--- src/rtl/edge_pair_monitor.sv ---
// ----------------------------------------------------------------------------
// edge_pair_monitor
//
// Purpose:
//    Watches N_CH independent trigger/response pairs. Each rising edge of a[i]
//    opens a window in which a rising edge of b[i] must appear. The window
//    covers the trigger cycle itself plus MAX_DLY further cycles. A response
//    inside the window is a pass. A window that expires, or is pre-empted by a
//    new trigger, is a fail. Decisions come out as one-cycle pulses. They also
//    feed a sticky per-channel error flag and two saturating totals.
//
// Parameters:
//    N_CH     number of a/b channels (1..16)
//    MAX_DLY  cycles allowed from rise of a to rise of b (0 = same cycle)
//    CNT_W    width of the pass/fail totals
//
// Ports:
//    clk         clock, everything on its rising edge
//    rst_n       synchronous active-low reset
//    en          monitor enable; low forces every channel idle
//    a, b        per-channel trigger / response levels
//    clr_err     clears err_sticky and both totals
//    busy        channel is waiting for a response (ARMED)
//    pass_pulse  one-cycle pass indication per channel
//    fail_pulse  one-cycle fail indication per channel
//    err_sticky  latched fail flag per channel
//    pass_cnt    saturating total of passes over all channels
//    fail_cnt    saturating total of fails over all channels
// ----------------------------------------------------------------------------
module edge_pair_monitor #(
   parameter int N_CH    = 4,
   parameter int MAX_DLY = 0,
   parameter int CNT_W   = 8
) (
   input  logic              clk,
   input  logic              rst_n,
   input  logic              en,
   input  logic [N_CH-1:0]   a,
   input  logic [N_CH-1:0]   b,
   input  logic              clr_err,
   output logic [N_CH-1:0]   busy,
   output logic [N_CH-1:0]   pass_pulse,
   output logic [N_CH-1:0]   fail_pulse,
   output logic [N_CH-1:0]   err_sticky,
   output logic [CNT_W-1:0]  pass_cnt,
   output logic [CNT_W-1:0]  fail_cnt
);

   // The timer needs at least one bit, even when MAX_DLY is 0 and it is never used.
   localparam int TMR_W = (MAX_DLY > 0) ? $clog2(MAX_DLY + 1) : 1;
   // ARMED is entered one cycle after the trigger. A load of MAX_DLY-1 therefore
   // makes the timer read 0 exactly in the last cycle of the window.
   localparam logic [TMR_W-1:0] TMR_LOAD = (MAX_DLY > 0) ? TMR_W'(MAX_DLY - 1) : '0;
   localparam int PC_W  = $clog2(N_CH + 1);
   localparam int SUM_W = ((CNT_W > PC_W) ? CNT_W : PC_W) + 1;
   localparam logic [CNT_W-1:0] CNT_MAX = '1;

   typedef enum logic {
      IDLE  = 1'b0,
      ARMED = 1'b1
   } state_t;

   // Decisions made in the current cycle, one bit per channel.
   logic [N_CH-1:0]  pass_dec;
   logic [N_CH-1:0]  fail_dec;

   logic [N_CH-1:0]  pass_pulse_reg;
   logic [N_CH-1:0]  fail_pulse_reg;
   logic [N_CH-1:0]  err_sticky_reg;
   logic [CNT_W-1:0] pass_cnt_reg;
   logic [CNT_W-1:0] fail_cnt_reg;

   // ------------------------------------------------------------------------
   // Per-channel edge detect and window FSM
   // ------------------------------------------------------------------------
   genvar gi;
   generate
      for (gi = 0; gi < N_CH; gi++) begin : g_ch
         logic             a_q_reg;
         logic             b_q_reg;
         state_t           state_reg;
         state_t           state_next;
         logic [TMR_W-1:0] timer_reg;
         logic [TMR_W-1:0] timer_next;
         logic             rose_a;
         logic             rose_b;
         logic             pass_d;
         logic             fail_d;

         assign rose_a = a[gi] & ~a_q_reg;
         assign rose_b = b[gi] & ~b_q_reg;

         always_comb begin
            state_next = state_reg;
            timer_next = timer_reg;
            pass_d     = 1'b0;
            fail_d     = 1'b0;
            if (!en) begin
               state_next = IDLE;
               timer_next = '0;
            end else begin
               case (state_reg)
                  IDLE: begin
                     if (rose_a) begin
                        if (rose_b) begin
                           pass_d = 1'b1;
                        end else if (MAX_DLY == 0) begin
                           fail_d = 1'b1;
                        end else begin
                           state_next = ARMED;
                           timer_next = TMR_LOAD;
                        end
                     end
                  end
                  ARMED: begin
                     if (rose_b) begin
                        // The response settles the pending trigger. A trigger in the
                        // same cycle opens a new window.
                        pass_d = 1'b1;
                        if (rose_a) begin
                           timer_next = TMR_LOAD;
                        end else begin
                           state_next = IDLE;
                           timer_next = '0;
                        end
                     end else if (rose_a) begin
                        // A new trigger arrived first: the old one fails and the
                        // window restarts for the new one.
                        fail_d     = 1'b1;
                        timer_next = TMR_LOAD;
                     end else if (timer_reg == '0) begin
                        fail_d     = 1'b1;
                        state_next = IDLE;
                     end else begin
                        timer_next = timer_reg - TMR_W'(1);
                     end
                  end
                  default: begin
                     state_next = IDLE;
                     timer_next = '0;
                  end
               endcase
            end
         end

         // The edge registers follow a/b even while disabled. This keeps a level
         // that is already high at enable from counting as a rise.
         always_ff @(posedge clk) begin
            if (!rst_n) begin
               a_q_reg   <= 1'b0;
               b_q_reg   <= 1'b0;
               state_reg <= IDLE;
               timer_reg <= '0;
            end else begin
               a_q_reg   <= a[gi];
               b_q_reg   <= b[gi];
               state_reg <= state_next;
               timer_reg <= timer_next;
            end
         end

         assign pass_dec[gi] = pass_d;
         assign fail_dec[gi] = fail_d;
         assign busy[gi]     = (state_reg == ARMED);
      end
   endgenerate

   // ------------------------------------------------------------------------
   // Totals
   // ------------------------------------------------------------------------
   function automatic logic [PC_W-1:0] popcount(input logic [N_CH-1:0] v);
      logic [PC_W-1:0] n;
      n = '0;
      for (int i = 0; i < N_CH; i++) begin
         n = n + PC_W'(v[i]);
      end
      return n;
   endfunction

   // The sum is one bit wider than either operand, so the compare sees the true total.
   function automatic logic [CNT_W-1:0] sat_add(input logic [CNT_W-1:0] base,
                                                input logic [PC_W-1:0]  inc);
      logic [SUM_W-1:0] sum;
      sum = SUM_W'(base) + SUM_W'(inc);
      if (sum > SUM_W'(CNT_MAX)) begin
         return CNT_MAX;
      end
      return sum[CNT_W-1:0];
   endfunction

   // A clear only drops the old contents. Decisions from the same cycle still land.
   always_ff @(posedge clk) begin
      if (!rst_n) begin
         pass_pulse_reg <= '0;
         fail_pulse_reg <= '0;
         err_sticky_reg <= '0;
         pass_cnt_reg   <= '0;
         fail_cnt_reg   <= '0;
      end else begin
         pass_pulse_reg <= pass_dec;
         fail_pulse_reg <= fail_dec;
         err_sticky_reg <= (clr_err ? {N_CH{1'b0}} : err_sticky_reg) | fail_dec;
         pass_cnt_reg   <= sat_add(clr_err ? {CNT_W{1'b0}} : pass_cnt_reg, popcount(pass_dec));
         fail_cnt_reg   <= sat_add(clr_err ? {CNT_W{1'b0}} : fail_cnt_reg, popcount(fail_dec));
      end
   end

   assign pass_pulse = pass_pulse_reg;
   assign fail_pulse = fail_pulse_reg;
   assign err_sticky = err_sticky_reg;
   assign pass_cnt   = pass_cnt_reg;
   assign fail_cnt   = fail_cnt_reg;

endmodule

--- config.mk ---
export PLATFORM = sky130hd
export DESIGN_NAME = edge_pair_monitor
export DESIGN_NICKNAME = d
export VERILOG_FILES = /design/src/rtl/edge_pair_monitor.sv
export SDC_FILE = /design/constraint.sdc
export NUM_CORES = 1
export LEC_CHECK = 0
export ABC_CLOCK_PERIOD_IN_PS = 3550
export CAP_MARGIN = 30
export CORE_MARGIN = 2
export CORE_UTILIZATION = 45
export CTS_BUF_LIST = sky130_fd_sc_hd__clkbuf_4 sky130_fd_sc_hd__clkbuf_8
export CTS_CLUSTER_DIAMETER = 60
export CTS_CLUSTER_SIZE = 14
export DETAILED_ROUTE_END_ITERATION = 10
export PLACE_DENSITY = 0.83
export SLEW_MARGIN = 5
export SYNTH_ARGS = -nofsm -noshare
export SYNTH_HDL_FRONTEND = slang
export SYNTH_SLANG_ARGS = --single-unit
--- constraint.sdc ---
create_clock -name clk -period 3.55 [get_ports clk]
set_input_delay 0.8875 -clock clk [delete_from_list [all_inputs] [get_ports clk]]
set_output_delay 0.8875 -clock clk [all_outputs]
set_load 0.01 [all_outputs]
After elaboration in Yosys (flattened, before gate mapping)
Index checks and enable logic that the tools add are counted.
Widths: inputs -> output; s select.
{"block": "classes", "n_div": 0, "mul": 0, "reduce_logical": 1, "eq_ne": 0, "n_lt_le_gt_ge": 2, "addsub": 12, "muxes": 91, "n_bitwise": 21, "shifts": 0}
{"op": "$mux 1", "count": 72}
{"op": "$mux 8", "count": 6}
{"op": "$pmux 1 s2", "count": 12}
{"op": "$add 8x3->9", "count": 2}
{"op": "$gt 9x8->1 const B", "count": 2}
{"op": "$not 1->1", "count": 12}
{"op": "$and 1x1->1", "count": 8}
{"op": "$add 2x1->3", "count": 2}
{"op": "$add 3x1->3", "count": 2}
{"op": "$add 1x1->2", "count": 2}
{"op": "$mux 4", "count": 1}
{"op": "$or 4x4->4", "count": 1}
{"op": "$sub 1x1->1 const B", "count": 4}
{"op": "$reduce_and 2->1", "count": 1}
{"block": "totals", "ram_bits": 0, "elab_cells": 148, "n_memories": 0, "register_bits": 44, "romBits": 0, "latchBits": 0, "output_inout_bits": 32}

Depth between registers and ports, before layout
{"block": "depth", "word_depth": 14, "mapped_depth": 12}

Worst setup path after synthesis
No wires, ideal clock.
{"block": "synth_path", "path_type": "input-to-reg", "start": "input a[1]", "end": "register fail_cnt_reg[6], in the netlist fail_cnt[6]", "slack_ns": 0.367, "t_arrival_ns": 3.105, "path_buffers": 0, "required_time_ns": 3.472, "cell_stages": 12, "path_cell_list": "nor2b_1 > o21ai_0 > a21oi_1 > fa_1 > inv_1 > fa_1 > inv_1 > fa_1 > and3_1 > and2_4 > and4b_1 > nor3_1"}
{"block": "synth_via", "elab_chain_len": 13}
{"element": "start: declaration", "line_no": "38", "rtl": "input logic [N_CH-1:0] a,"}
{"element": "$and 1x1->1 *", "line_no": "90", "rtl": "assign rose_a = a[gi] & ~a_q_reg;"}
{"element": "$mux 1", "line_no": "126", "rtl": "end else if (rose_a) begin"}
{"element": "$mux 1", "line_no": "116", "rtl": "if (rose_b) begin"}
{"element": "$pmux 1 s2 *", "line_no": "102", "rtl": "case (state_reg)"}
{"element": "$mux 1 *", "line_no": "98", "rtl": "if (!en) begin"}
{"element": "via g_ch[1].fail_d", "line_no": "88", "rtl": "logic fail_d;"}
{"element": "$add 1x1->2 *", "line_no": "175", "rtl": "n = n + PC_W'(v[i]);"}
{"element": "$add 2x1->3 *", "line_no": "175"}
{"element": "$add 3x1->3 *", "line_no": "175"}
{"element": "$add 8x3->9 *", "line_no": "184", "rtl": "sum = SUM_W'(base) + SUM_W'(inc);"}
{"element": "$gt 9x8->1", "line_no": "185", "rtl": "if (sum > SUM_W'(CNT_MAX)) begin"}
{"element": "$mux 1", "line_no": "185"}
{"element": "$mux 1", "line_no": "193", "rtl": "if (!rst_n) begin"}
{"element": "$mux 8 *", "line_no": "188", "rtl": "return sum[CNT_W-1:0];"}
{"element": "end signal: assignment", "line_no": "204", "rtl": "fail_cnt_reg <= sat_add(clr_err ? {CNT_W{1'b0}} : fail_cnt_reg, popcount(fail_dec));"}
{"element": "end: declaration", "line_no": "71", "rtl": "logic [CNT_W-1:0] fail_cnt_reg;"}
The timed path passes the listed nets; every way through them passes the cells marked *. The select of a mux whose other input is x is not followed.
A chain may end at the register's enable or synchronous reset.

Worst setup path in the final report
Same ends and word-level chain as after synthesis.

==> results_dict.tcl <==
set metrics [dict create \
    max_slew_margin_pct 64.3 \
    final_nets 260 \
    path_max_fanout 5 \
    grt_overflow_total 0 \
    core_area_um2 3720 \
    slowest_stage "clkdlybuf4s50_1" \
    arrival_ps 3630 \
    synth_area_per_cell_um2 9.63 \
    antenna_found_initial 0 \
    synth_edf_count 0 \
    crit_end "fail_cnt[6]" \
    synth_area_um2 1750 \
    clk_path_buf_depth 2 \
    cts_tree "built" \
    irDropWorstVdd_mv 0.280 \
    wl_per_cell_um 13.2 \
    finish.instance_area_um2 2490 \
    whs_ps 493 \
    ys_seq_elements 40 \
    cp-start-kind "input port" \
    clock.fmax_mhz 294 \
    hold_buffers 0 \
    r2r_cells 11 \
    drtIter0Drc 92 \
    utilization_pct 67.0 \
    seq_area_frac_synth_pct 45.7 \
    skew_ps 7.10 \
    cp.required_ps 3780 \
    fp.dieH_um 66.4 \
    yosysWarnings 0 \
    via_count 1469 \
    drive_gt1_share_pct 18.3 \
    worst_pin_slew_ps 534 \
    cp-end-kind "register" \
    fp.dieW_um 66.4 \
    worstSetupStartpoint "a[1]" \
    placedCellCount 277 \
    timing.final.crit_share_pct 95.8 \
    powerDensity_nw_per_um2 387 \
    final_cell_mix "dfxtp_1, clkdlybuf4s50_1, buf_4" \
    viasPerCell 5.08 \
    clock-sinks 40 \
    r2r_slack_ps 860 \
    grt_start_max_net_pins 19 \
    numPortBuffers 43 \
    setup_viol 0 \
    hold_class "register to register" \
    numCtsBuffers 5 \
    area_growth_pct 42.0 \
    synth-main-ff-cell "dfxtp_1" \
    worstPathCellList "clkdlybuf4s50_1 -> nor2b_2 -> o21ai_1 -> a21oi_2 -> fa_1 -> inv_1 -> fa_1 -> inv_1 -> fa_1 -> and3_1 -> and2_4 -> and4b_1 -> nor3_2" \
    synth_cells 182 \
    drt_wl_total_um 3820 \
    syn_nets 202 \
    grt_pass1_vias 1443 \
    p_leak_uw 0.000996 \
    place_hpwl_um 2680 \
    dr.pass1.iters 4 \
    num_io_pins 44 \
    max_cap_violations 0 \
    status "finished, final reports clean" \
    placed_area_um2 2280 \
    dieArea_um2 4410 \
    final_cells 289 \
    path_clk_slew_ps 80 \
    cp_common_cell "fa_1" \
    root_buffer "clkbuf_8" \
    async_flop_share_pct 0 \
    cts_max_level 2 \
    critical_path_class "input port to register" \
    rr_endpoint "pass_cnt[2]" \
    grt_pass1_wl_um 6170 \
    min_period_ps 3400 \
    setup_tns_ps 0 \
    ant_nets 0 \
    start_util_pct 47.2 \
    gp_congestion 0.809 \
    antenna_cells 0 \
    max_stage_delay_ps 470 \
    hold_violations 0 \
    track_usage_pct 19.0 \
    rr_startpoint "g_ch[0].a_q_reg" \
    report.final.slew_viol_count 0 \
    clk_latency_ps 290 \
    rows 22 \
    drc_errors 0 \
    netlist-cell-type-count 40 \
]
==> synthesized netlist by cell type, drive strengths merged, types with 5 or more instances <==
master,count,share of area (%)
nand2,6,1.3
and3,6,2.1
nor2,11,2.4
dfxtp,40,46
o21ai,7,2.0
a21oi,13,4.4
and2,13,4.8
buf,5,2.4
fa,6,6.9
nor2b,9,3.2
nand2b,6,2.7
inv,14,3.0
a31oi,6,2.1
nand3,6,1.7
==> critical path: cells and delay by family <==
family / cells / cell delay (ps)
buffers and inverters: 3 / 610
adder cells (fa/ha/maj): 3 / 1030
AND/OR/NAND/NOR: 5 / 850
AO/OA/AOI/OAI: 2 / 260
==> area by class of cell <==
cell class              instances  area [um2]
flip-flops and latches         40         801
multi-input cells             120         892
well taps                      48        60.1
clock inverters                 1        30.0
fillers                       300        1230
repair buffers                 59         558
clock buffers                   7        96.3
inverters                      14        52.6
==> how the worst min path moves through the flow <==
stage | start | end | slack, ps | cells after the start
CTS | err_sticky[2] | err_sticky[2] | 500 | 2
global route | g_ch[3].state_reg | g_ch[3].state_reg | 520 | 1
finish | err_sticky[2] | err_sticky[2] | 490 | 2
floorplan | g_ch[0].state_reg | g_ch[0].state_reg | 470 | 1
detailed placement | err_sticky[2] | err_sticky[2] | 490 | 2
global placement | err_sticky[2] | err_sticky[2] | 460 | 2
==> routing by layer <==
| metal | global-route usage (%) | share of wire, % |
|---|---|---|
| met2 | 30.9 | 49 |
| met3 | 5.62 | 3.3 |
| met5 | 0 | 0 |
| met1 | 22.5 | 45 |
| met4 | 10.2 | 2.5 |
==> kinds of logic after synthesis <==
| logic type | Yosys count | synth area share, % |
|---|---|---|
| compound gates | 36 | 13.1 |
| xor+xnor | 4 | 2.00 |
| fa+ha+maj | 8 | 8.28 |
| buf+inv | 22 | 6.07 |
| flops | 40 | 45.7 |
| simple gates | 72 | 24.9 |
==> power by group <==
part           switching (uW)  total (uW)  internal, uW  leakage (uW)
registers                5.95         468           462      0.000326
clock network             154         402           248     0.0000645
logic                    42.2        94.0          51.7      0.000606
==> what timing repair did <==
item | 4_1_cts | 5_1_grt
buffers inserted | 0 | 4
resized for setup | 1 | 19
pin swaps | 0 | 6
gates cloned | 0 | 0
endpoints found under the setup margin | 1 | 15
==> through the flow <==
| stage | setup WS (ps) | total power, uW |
|---|---|---|
| 4_1_cts | 13.4 | 964 |
| 5_1_grt | -50.5 | 1000 |
| 3_3_place_gp | -260 | 562 |
| 2_1_floorplan | 367 | 518 |
| 6_report | 147 | 964 |
| 3_5_place_dp | -301 | 563 |
Note: power is estimated with default switching activity, not from simulation.
